$ cat config.mk
export PLATFORM = sky130hd
export DESIGN_NAME = energy_accumulator
export DESIGN_NICKNAME = d
export VERILOG_FILES = /design/src/rtl/energy_accumulator.sv
export SDC_FILE = /design/constraint.sdc
export NUM_CORES = 1
export LEC_CHECK = 0
export ABC_CLOCK_PERIOD_IN_PS = 3300
export CORE_MARGIN = 5
export CORE_UTILIZATION = 52
export CTS_CLUSTER_SIZE = 16
export DETAILED_ROUTE_END_ITERATION = 16
export PLACE_DENSITY = 0.84
export SYNTH_ARGS = -nofsm -noshare
export SYNTH_HDL_FRONTEND = slang
export SYNTH_SLANG_ARGS = --single-unit
$ cat constraint.sdc
create_clock -name clk_i -period 3.3 [get_ports clk_i]
set_input_delay 0.33 -clock clk_i [delete_from_list [all_inputs] [get_ports clk_i]]
set_output_delay 0.33 -clock clk_i [all_outputs]
set_load 0.03 [all_outputs]
$ cat src/rtl/energy_accumulator.sv
// Epoch energy accumulator: sums NUM_ROWS partial sums per epoch and presents the total on valid/ready.
// Optional running-minimum tracker enabled by defining ENERGY_MIN_TRACK_EN.
module energy_accumulator #(
   parameter int IN_WIDTH  = 16,
   parameter int NUM_ROWS  = 256,
   parameter int ACC_WIDTH = IN_WIDTH + $clog2(NUM_ROWS),
   parameter int CNT_WIDTH = $clog2(NUM_ROWS) + 1
) (
   input  logic                 clk_i,
   input  logic                 rst_i,
   input  logic                 en_i,
   input  logic                 start_i,
   input  logic [IN_WIDTH-1:0]  sum_i,
   input  logic                 sum_valid_i,
   output logic [ACC_WIDTH-1:0] energy_o,
   output logic                 energy_valid_o,
   input  logic                 energy_ready_i,
   output logic                 busy_o,
   output logic                 overrun_o,
   output logic [ACC_WIDTH-1:0] min_energy_o,
   output logic                 min_update_o
);

   typedef enum logic [1:0] {S_IDLE, S_ACCUM, S_HOLD} state_t;

   state_t               state_q, state_d;
   logic [ACC_WIDTH-1:0] acc_q, acc_d;
   logic [ACC_WIDTH-1:0] energy_q, energy_d;
   logic [CNT_WIDTH-1:0] cnt_q, cnt_d;
   logic                 overrun_q, overrun_d;
   logic                 accept;
   logic                 last_row;
   logic [ACC_WIDTH-1:0] acc_sum;

   assign accept   = en_i & sum_valid_i;
   assign last_row = (cnt_q == CNT_WIDTH'(NUM_ROWS - 1));
   assign acc_sum  = acc_q + ACC_WIDTH'(sum_i);

   always_comb begin
      state_d   = state_q;
      acc_d     = acc_q;
      cnt_d     = cnt_q;
      energy_d  = energy_q;
      overrun_d = overrun_q;
      case (state_q)
         S_IDLE: begin
            if (start_i) begin
               acc_d     = '0;
               cnt_d     = '0;
               overrun_d = 1'b0;
               state_d   = S_ACCUM;
            end else if (accept) begin
               overrun_d = 1'b1;
            end
         end
         S_ACCUM: begin
            // A restart wins over a sample arriving in the same cycle.
            if (start_i) begin
               acc_d     = '0;
               cnt_d     = '0;
               overrun_d = 1'b0;
            end else if (accept) begin
               acc_d = acc_sum;
               cnt_d = cnt_q + CNT_WIDTH'(1);
               if (last_row) begin
                  energy_d = acc_sum;
                  state_d  = S_HOLD;
               end
            end
         end
         S_HOLD: begin
            if (accept) begin
               overrun_d = 1'b1;
            end
            if (energy_ready_i) begin
               if (start_i) begin
                  acc_d     = '0;
                  cnt_d     = '0;
                  overrun_d = 1'b0;
                  state_d   = S_ACCUM;
               end else begin
                  state_d = S_IDLE;
               end
            end
         end
         default: state_d = S_IDLE;
      endcase
   end

   always_ff @(posedge clk_i) begin
      if (rst_i) begin
         state_q   <= S_IDLE;
         acc_q     <= '0;
         cnt_q     <= '0;
         energy_q  <= '0;
         overrun_q <= 1'b0;
      end else begin
         state_q   <= state_d;
         acc_q     <= acc_d;
         cnt_q     <= cnt_d;
         energy_q  <= energy_d;
         overrun_q <= overrun_d;
      end
   end

   assign energy_o       = energy_q;
   assign energy_valid_o = (state_q == S_HOLD);
   assign busy_o         = (state_q == S_ACCUM);
   assign overrun_o      = overrun_q;

`ifdef ENERGY_MIN_TRACK_EN
   logic [ACC_WIDTH-1:0] min_q, min_d;
   logic                 min_upd_q, min_upd_d;

   // Evaluated only on the ACCUM->HOLD edge so the pulse lines up with the first valid cycle.
   always_comb begin
      min_d     = min_q;
      min_upd_d = 1'b0;
      if (state_q == S_ACCUM && state_d == S_HOLD && energy_d < min_q) begin
         min_d     = energy_d;
         min_upd_d = 1'b1;
      end
   end

   always_ff @(posedge clk_i) begin
      if (rst_i) begin
         min_q     <= '1;
         min_upd_q <= 1'b0;
      end else begin
         min_q     <= min_d;
         min_upd_q <= min_upd_d;
      end
   end

   assign min_energy_o = min_q;
   assign min_update_o = min_upd_q;
`else
   assign min_energy_o = '1;
   assign min_update_o = 1'b0;
`endif

endmodule

# --- Word level (Yosys, flattened, before mapping) ---
# Cells that the tools add are included.
classes:
  add_sub_neg: 2
  eq_ne: 10
  n_mux: 22
  n_bitwise: 2
  reduce_logical: 6
op_table:
  columns: ["operator", "count"]
  rows:
  - ["2-to-1 mux 24 bit", 4]
  - ["one-hot mux 24 bit (3 select lines)", 1]
  - ["2-to-1 mux 9 bit", 4]
  - ["one-hot mux 9 bit (3 select lines)", 1]
  - ["adder 24 x 16 -> 24 bit", 1]
  - ["2-to-1 mux 2 bit", 5]
  - ["adder 9 x 1 -> 9 bit (second input constant)", 1]
  - ["== test 9 x 8 -> 1 bit (second input constant)", 1]
  - ["inequality test 2 x 1 -> 1 bit (second input constant)", 3]
  - ["inequality test 2 bit (second input constant)", 3]
  - ["one-hot mux 2 bit (3 select lines)", 1]
  - ["2-to-1 mux 1 bit", 5]
  - ["AND reduction 5 bit", 1]
  - ["AND reduction 4 bit", 1]
  - ["inequality test 3 x 2 -> 1 bit (second input constant)", 1]
  - ["one-hot mux 1 bit (3 select lines)", 1]
  - ["AND reduction 3 bit", 1]
  - ["nonzero test 3 bit", 1]
  - ["== test 2 x 1 -> 1 bit (second input constant)", 1]
  - ["== test 2 bit (second input constant)", 1]
  - ["zero test 2 bit", 1]
  - ["AND reduction 2 bit", 1]
  - ["bitwise AND 1 bit", 1]
  - ["inverter 1 bit", 1]
totals:
  reg_bits: 60
  input_bits: 22
  elab_cells: 47

# --- Depth between registers and ports, before layout ---
# Gate-level depths: netlist of the first run.
depth:
  ltp_word: 5
  depth_mapped: 10
  ltp_nobuf: 10

# --- Worst setup path after synthesis of the first run ---
# No wires, ideal clock.
synth_timing:
  kind: "in2reg"
  from: "input sum_i[0]"
  to: "register acc_q[16]"
  arrival_time_ns: 2.353
  required_ns: 3.230
  slack_ns: 0.877
  stages: 10
  cell_sequence: "ha_1 inv_1 fa_1 and2b_1 o211ai_2 a21o_1 o211ai_4 nand2_4 or4_1 a21oi_1"
synth_between:
  elab_chain_len: 4
synth_lines:
  columns: ["element", "line_no", "text"]
  rows:
  - ["from (decl)", "13", "input logic [IN_WIDTH-1:0] sum_i,"]
  - ["adder 24 x 16 -> 24 bit", "37", "assign acc_sum = acc_q + ACC_WIDTH'(sum_i);"]
  - ["2-to-1 mux 24 bit", "62", "end else if (accept) begin"]
  - ["2-to-1 mux 24 bit", "58", "if (start_i) begin"]
  - ["one-hot mux 24 bit (3 select lines)", "45", "case (state_q)"]
  - ["to (signal assigned)", "93", "acc_q <= '0;"]
  - ["to (signal assigned)", "99", "acc_q <= acc_d;"]
  - ["to (decl)", "27", "logic [ACC_WIDTH-1:0] acc_q, acc_d;"]
# Every way passes these cells. The select of a mux whose other input is x is not followed.
# A chain may end at the register's enable or synchronous reset.

# --- Final worst setup path of the first run ---
# Same ends and word-level chain as after synthesis.

==> metrics.json, run 1 <==
{
  "worst_setup_path": {
    "criticalPathCategory": "in2reg",
    "cp_max_fo": 7,
    "startpoint_type": "input port",
    "endpoint_kind": "flop",
    "cp.arrival_ns": 3.05,
    "cp_data_required_time_ns": 3.57
  },
  "place": {
    "placedCellCount": 584,
    "placement.io_buffers": 48,
    "detailed_place_hpwl_mm": 6.46,
    "gp_congestion": 0.914,
    "post-place-ws_ns": 0.196
  },
  "power_and_ir_drop": {
    "power.total_mw": 2.08,
    "power_leakage_nw": 1.67,
    "max-vdd-ir-drop_uv": 456,
    "power.density_cell_area_nw_per_um2": 479
  },
  "run_status": {
    "status": "complete, no violations"
  },
  "drt": {
    "post_drt_wl_per_cell_um": 14.9,
    "detail_route.drc_violations": 0,
    "drt.antenna.violating_nets": 0,
    "detailed_route_vias_per_instance": 5.56,
    "drt_iter0_drcs": 270,
    "final_routed_wirelength_mm": 8.90,
    "detailedRoute.firstPassIterationCount": 7,
    "vias": 3332
  },
  "clock_tree": {
    "cts-buffers-inserted": 9,
    "buffers_from_clock_root_to_sink_at_most": 2,
    "ctsRootBufferMaster": "sky130_fd_sc_hd__clkbuf_8",
    "post_cts_resize_count": 0,
    "cts-hold-fix-buffers": 0,
    "cts_num_sinks": 60,
    "cts.htree.levels": 3,
    "worst_setup_hold_path_clk_slew_ns": 0.07,
    "post_cts_buffers": 0,
    "insertion_delay_ns": 0.34,
    "tritoncts": "done"
  },
  "floorplan": {
    "die_width_um": 94.6,
    "die-area_sq_um": 8940,
    "fp-row-count": 30,
    "number_of_i_o_pins": 74,
    "chipHeight_um": 94.6,
    "floorplan.initialDensity": 0.541,
    "coreArea_sq_um": 6870
  },
  "global_route": {
    "first_global_vias": 3266,
    "gr-usage-met1": 0.276,
    "use_met3": 0.0574,
    "grt_util_met2": 0.339,
    "grt_use_total": 0.212,
    "grt_max_degree": 43,
    "gr-total-overflow": 0,
    "antenna_found_initial": 0,
    "global_route.peak_usage_layer": "met2",
    "first_pass_grt_wire_length_mm": 15.0
  },
  "finish": {
    "synthToLayoutAreaGrowth_pct": 16.9,
    "layout.cells.non_filler": 599,
    "num-nets-final": 544,
    "fillerInstances": 618,
    "drive_gt1_frac": 0.0676,
    "final_antenna_diode_count": 0
  },
  "synthesis": {
    "synth_compound_gate_area_share": 0.221,
    "dominant_combinational_cell_family_by_area_after_synthesis": "compound AO/OA/AOI/OAI gates",
    "async_flop_share": 0,
    "postSynthRegisterBits": 60,
    "synthXorXnorAreaFrac": 0.0542,
    "synth.yosys.seq_area_share": 0.323,
    "synth-simple-area-share": 0.216,
    "synth_mux_area_frac": 0.00538,
    "avgSynthCellArea_sq_um": 8.14,
    "netlist_instances": 457,
    "synth_fa_ha_area_frac": 0.0794,
    "synth.yosys.warnings": 0,
    "synth_enable_flop_cells": 0,
    "netlist-cell-type-count": 68,
    "summed_instance_area_of_the_synthesized_netlist_sq_um": 3720,
    "synth_flop_cell": "sky130_fd_sc_hd__dfxtp_1"
  },
  "run": {
    "drv.max_cap_violation_count": 0
  },
  "timing": {
    "final_max_slew_viol_count": 0,
    "rsz0062_at_grt": "false",
    "timing_worst_slew_pin_value_ns": 0.782,
    "upper_clock_frequency_limit_mhz": 360,
    "clock-skew-final_ns": 0.00710,
    "hold_viol_final": 0,
    "min_period_ns": 2.78,
    "setup_violations": 0,
    "setup_tns_ns": 0,
    "postLayoutSetupSlackWorst_ns": 0.520,
    "finalCritPeriodShare": 0.842,
    "timing.max_slew.rel_slack": 0.478
  },
  "worst_hold_path": {
    "timing.hold.worst.class": "reg2reg"
  }
}
==> cells in the final DEF, fill, tap and decap left out, drive strengths merged, types with 12 or more instances in the layout <==
cell type	synthesis	routed
nand3	22	22
clkdlybuf4s50	0	48
conb	2	25
a21oi	42	42
nand2	49	49
dfxtp	60	60
o21ai	24	24
ha	22	22
nor2	35	35
inv	13	13
xor2	12	12
==> per-stage QoR <==
step	instance area, sq um	hold WS [ns]	util
after floorplan	3800	0.429	-
after global placement	4150	0.444	0.604
after detailed placement	4150	0.450	0.604
after CTS	4350	0.460	0.633
after global routing	4350	0.482	0.633
final	4350	0.457	0.633
==> where the power goes <==
part | switching (mW) | internal (mW)
combinational | 0.413 | 0.218
sequential | 0.0237 | 0.752
clock | 0.292 | 0.384
total | 0.729 | 1.35
==> worst max-delay path: stages <==
cell                              delay, ns
sky130_fd_sc_hd__clkdlybuf4s50_1       0.47
sky130_fd_sc_hd__ha_1                  0.19
sky130_fd_sc_hd__inv_1                 0.06
sky130_fd_sc_hd__fa_1                  0.40
sky130_fd_sc_hd__and2b_1               0.25
sky130_fd_sc_hd__o211ai_2              0.09
sky130_fd_sc_hd__a21o_1                0.24
sky130_fd_sc_hd__o211ai_4              0.31
sky130_fd_sc_hd__nand2_4               0.08
sky130_fd_sc_hd__or4_1                 0.48
sky130_fd_sc_hd__a21oi_1               0.15
==> routing by layer <==
layer / wire [um] / part of all wire
met1: 4150 / 0.47
met2: 3980 / 0.45
met3: 619 / 0.070
met4: 153 / 0.017
met5: 0 / 0
==> cells by family (layout without fill, tap and decap cells) <==
family	count (synthesis)	after routing
other	2	25
AOI/OAI and AO/OA	127	127
DFF	60	60
muxes	2	2
and+or+nand+nor	159	159
adders and majority gates	23	23
xor gates and xnor gates	23	23
buffers and inverters	61	84
==> synth_stat cells, drive strengths merged (2+ instances only) <==
| library cell | instances | area share |
|---|---|---|
| nand3 | 22 | 0.031 |
| o21a | 7 | 0.014 |
| a211oi | 9 | 0.018 |
| nand2 | 49 | 0.051 |
| a21o | 6 | 0.012 |
| a22oi | 6 | 0.012 |
| and3 | 6 | 0.010 |
| nand2b | 5 | 0.010 |
| inv | 13 | 0.013 |
| dfxtp | 60 | 0.32 |
| nor2 | 35 | 0.036 |
| xnor2 | 11 | 0.026 |
| and2 | 2 | 0.0040 |
| ha | 22 | 0.074 |
| o31ai | 2 | 0.0040 |
| or4 | 5 | 0.010 |
| nand4 | 10 | 0.019 |
| nor2b | 2 | 0.0034 |
| or3 | 5 | 0.0084 |
| buf | 37 | 0.070 |
| nor3 | 8 | 0.011 |
| a21oi | 42 | 0.058 |
| o21ai | 24 | 0.033 |
| clkbuf | 11 | 0.015 |
| xor2 | 12 | 0.028 |
| a31oi | 5 | 0.0084 |
| and4 | 4 | 0.0094 |
| conb | 2 | 0.0020 |
| mux2i | 2 | 0.0054 |
| o211ai | 8 | 0.021 |
| o22ai | 4 | 0.0067 |
==> registers in the layout, summed over array words and instances, names as in the netlist <==
name       count
acc_q         24
cnt_q          9
energy_o      24
overrun_o      1
state_q        2
==> area by class of cell <==
type / count / area, sq um / share of cell area
multi-input combinational: 359 / 2240 / 0.515
sequential: 60 / 1200 / 0.276
timing repair buffer: 56 / 541 / 0.124
clock buffer: 11 / 151 / 0.0348
tap: 96 / 120 / 0.0276
clock inverter: 4 / 48.8 / 0.0112
inverter: 13 / 48.8 / 0.0112
==> final timing paths <==
path	startpoint	to	slack, ns	depth (start not counted)
max	sum_i[0]	acc_q[16]	0.52	11
min	energy_o[6]	energy_o[6]	0.46	2
max reg2reg	acc_q[0]	acc_q[16]	0.63	10
min reg2reg	energy_o[6]	energy_o[6]	0.46	2
No activity file was read; power rests on OpenSTA's default activity.
==> inputs of run 2 (changes only) <==
--- a/config.mk
+++ b/config.mk
@@ -5,7 +5,7 @@
 export SDC_FILE = /design/constraint.sdc
 export NUM_CORES = 1
 export LEC_CHECK = 0
-export ABC_CLOCK_PERIOD_IN_PS = 3300
+export ABC_CLOCK_PERIOD_IN_PS = 2900
 export CORE_MARGIN = 5
 export CORE_UTILIZATION = 52
 export CTS_CLUSTER_SIZE = 16
==> constraint.sdc (replaced) <==
create_clock -name clk_i -period 2.9 [get_ports clk_i]
set_input_delay 0.29 -clock clk_i [delete_from_list [all_inputs] [get_ports clk_i]]
set_output_delay 0.29 -clock clk_i [all_outputs]
set_load 0.03 [all_outputs]
==> run 2 against run 1 <==
Effect of this change: global-route usage rose by 0.83 points; sequential share of layout area down 0.27 points; via count rose by 5.6%; register-to-register slack got worse by 0.46 ns; critical path type unchanged.
==> metrics.json, run 2 (synthesis gave the netlist of run 1 again) <==
{
  "global_route": {
    "grt_max_degree": {"value": 43, "change": "unchanged"},
    "first_global_vias": {"value": 3311, "change": "+1.4%"},
    "gr-total-overflow": {"value": 0, "change": "unchanged"},
    "grt_use_total": {"value": 0.220, "change": "+0.00831"},
    "first_pass_grt_wire_length": {"value": 15.5, "unit": "mm", "change": "+2.8%"},
    "antenna_found_initial": {"value": 0, "change": "unchanged"}
  },
  "power_and_ir_drop": {
    "power.total": {"value": 2.38, "unit": "mW", "change": "+14%"},
    "max-vdd-ir-drop": {"value": 424, "unit": "uV", "change": "-7.2%"},
    "power.density_cell_area": {"value": 542, "unit": "nW/um^2", "change": "+13%"},
    "power_leakage": {"value": 1.69, "unit": "nW", "change": "+1.6%"}
  },
  "worst_setup_path": {
    "cp.arrival": {"value": 3.06, "unit": "ns", "change": "about the same"},
    "cp_data_required_time": {"value": 3.18, "unit": "ns", "change": "-0.39 ns"},
    "regToRegEndpoint": "acc_q[16]",
    "timing.reg2reg.setup_slack": {"value": 0.17, "unit": "ns", "change": "-0.46 ns"},
    "r2r_cells": {"value": 10, "change": "unchanged"},
    "regToRegStartpoint": "acc_q[0]",
    "criticalPathCategory": "in2reg",
    "setup.worst_path.start": "sum_i[0]",
    "cp_max_fo": {"value": 5, "change": "-2"},
    "startpoint_type": "input port",
    "endpoint_kind": "flop"
  },
  "finish": {
    "most-common-layout-cells": "sky130_fd_sc_hd__dfxtp_1 (60), sky130_fd_sc_hd__nand2_1 (48), sky130_fd_sc_hd__clkdlybuf4s50_1 (48)",
    "most_common_cell_after_layout_fill_and_taps_aside": "sky130_fd_sc_hd__dfxtp_1",
    "final_core_occ": {"value": 0.639, "change": "+0.00619"},
    "final_antenna_diode_count": {"value": 0, "change": "unchanged"},
    "drive_gt1_frac": {"value": 0.0784, "change": "+0.0108"},
    "synthToLayoutAreaGrowth_pct": 18.1,
    "num-nets-final": {"value": 550, "change": "+1.1%"}
  },
  "timing": {
    "timing_worst_slew_pin_value": {"value": 0.783, "unit": "ns", "change": "+0.000823 ns"},
    "timing.max_slew.rel_slack": {"value": 0.478, "change": "-0.000549"},
    "setup_tns": {"value": 0, "unit": "ns", "change": "unchanged"},
    "hold_viol_final": {"value": 0, "change": "unchanged"},
    "postLayoutSetupSlackWorst": {"value": 0.125, "unit": "ns", "change": "-0.396 ns"},
    "setup_violations": {"value": 0, "change": "unchanged"},
    "upper_clock_frequency_limit_mhz": 360,
    "final_max_slew_viol_count": {"value": 0, "change": "unchanged"},
    "finalCritPeriodShare": 0.957,
    "min_period_ns": 2.78,
    "clock-skew-final": {"value": 0.00829, "unit": "ns", "change": "+0.00119 ns"},
    "final.hold.worst_slack": {"value": 0.455, "unit": "ns", "change": "-0.00119 ns"},
    "rsz0062_at_grt": "false"
  },
  "run": {
    "drv.max_cap_violation_count": {"value": 0, "change": "unchanged"}
  },
  "floorplan": {
    "number_of_i_o_pins": {"value": 74, "change": "unchanged"},
    "floorplan.initialDensity": {"value": 0.541, "change": "unchanged"},
    "die_width": {"value": 94.6, "unit": "um", "change": "unchanged"},
    "chipHeight": {"value": 94.6, "unit": "um", "change": "unchanged"},
    "coreArea": {"value": 6870, "unit": "sq um", "change": "unchanged"},
    "fp-row-count": {"value": 30, "change": "unchanged"},
    "die-area": {"value": 8940, "unit": "sq um", "change": "unchanged"}
  },
  "drt": {
    "drt_iter0_drcs": {"value": 277, "change": "+2.6%"},
    "final_routed_wirelength": {"value": 9.65, "unit": "mm", "change": "+8.4%"},
    "post_drt_wl_per_cell": {"value": 15.9, "unit": "um", "change": "+7.2%"},
    "vias": {"value": 3519, "change": "+5.6%"},
    "drt.antenna.violating_nets": {"value": 0, "change": "unchanged"},
    "detail_route.drc_violations": {"value": 0, "change": "unchanged"},
    "detailed_route_vias_per_instance": {"value": 5.81, "change": "+4.4%"},
    "detailedRoute.firstPassIterationCount": {"value": 5, "change": "-2"}
  },
  "clock_tree": {
    "cts-buffers-inserted": {"value": 9, "change": "unchanged"},
    "cts.htree.levels": {"value": 3, "change": "unchanged"},
    "ctsRootBufferMaster": "sky130_fd_sc_hd__clkbuf_8",
    "buffers_from_clock_root_to_sink_at_most": {"value": 2, "change": "unchanged"},
    "worst_setup_hold_path_clk_slew": {"value": 0.07, "unit": "ns", "change": "about the same"},
    "tritoncts": "done",
    "cts_num_sinks": {"value": 60, "change": "unchanged"},
    "insertion_delay": {"value": 0.35, "unit": "ns", "change": "about the same"}
  },
  "place": {
    "detailed_place_hpwl": {"value": 6.75, "unit": "mm", "change": "+4.5%"},
    "post-place-ws": {"value": -0.112, "unit": "ns", "change": "-0.308 ns"},
    "gp_congestion": {"value": 0.896, "change": "-1.9%"},
    "placement.io_buffers": {"value": 48, "change": "unchanged"}
  },
  "run_status": {
    "status": "complete, no violations"
  },
  "worst_hold_path": {
    "endpoint_worst_hold": "energy_o[10]",
    "min-delay-start": "energy_o[10]",
    "timing.hold.worst.class": "reg2reg",
    "holdPathStages": {"value": 2, "change": "unchanged"}
  }
}
-- run 2: layout make-up --
type / instances / area [sq um]
inverter: 13 / 48.8
clock buffer: 12 / 145
fill: 626 / 2480
multi-input combinational: 359 / 2240
sequential: 60 / 1200
clock inverter: 4 / 48.8
timing repair buffer: 62 / 586
tap: 96 / 120
-- run 2: worst max-delay path by stage --
stage           endpoint  slack [ns]
6_report       acc_q[16]        0.12
5_1_grt        acc_q[16]        0.05
4_1_cts        acc_q[16]        0.17
3_5_place_dp   acc_q[16]       -0.11
3_3_place_gp   acc_q[16]      -0.009
2_1_floorplan  acc_q[16]        0.49
-- run 2: report_power, final --
part / total [mW] / switching (mW) / internal [mW]
sequential: 0.883 / 0.0280 / 0.855
clock: 0.754 / 0.335 / 0.419
combinational: 0.743 / 0.489 / 0.254
-- run 2: metrics by stage --
stage / area, sq um / cells
floorplan: 3800 / 480
global placement: 4180 / 588
detailed placement: 4180 / 588
CTS: 4370 / 604
global route: 4390 / 606
finish: 4390 / 606
-- run 2: routing by layer --
layer | vias to the layer above | track usage | share of wire
li1 | 1699 | - | -
met1 | 1624 | 0.278 | 0.44
met3 | 27 | 0.0438 | 0.072
met4 | 0 | 0.0986 | 0.027
met5 | - | 0 | 0
met2 | 169 | 0.363 | 0.46
-- run 2: critical path, cell delays in order --
cell                              delay [ns]
sky130_fd_sc_hd__clkdlybuf4s50_1        0.46
sky130_fd_sc_hd__ha_1                   0.16
sky130_fd_sc_hd__inv_1                  0.05
sky130_fd_sc_hd__fa_1                   0.41
sky130_fd_sc_hd__and2b_1                0.28
sky130_fd_sc_hd__o211ai_2               0.11
sky130_fd_sc_hd__a21o_1                 0.24
sky130_fd_sc_hd__o211ai_4               0.31
sky130_fd_sc_hd__nand2_4                0.07
sky130_fd_sc_hd__or4_1                  0.51
sky130_fd_sc_hd__a21oi_2                0.17
-- run 2: timing repair --
item / CTS / global route
endpoints found under the setup margin: 0 / 1
hold buffers: 0 / 0
buffers inserted: 0 / 2
resized for setup: 0 / 1
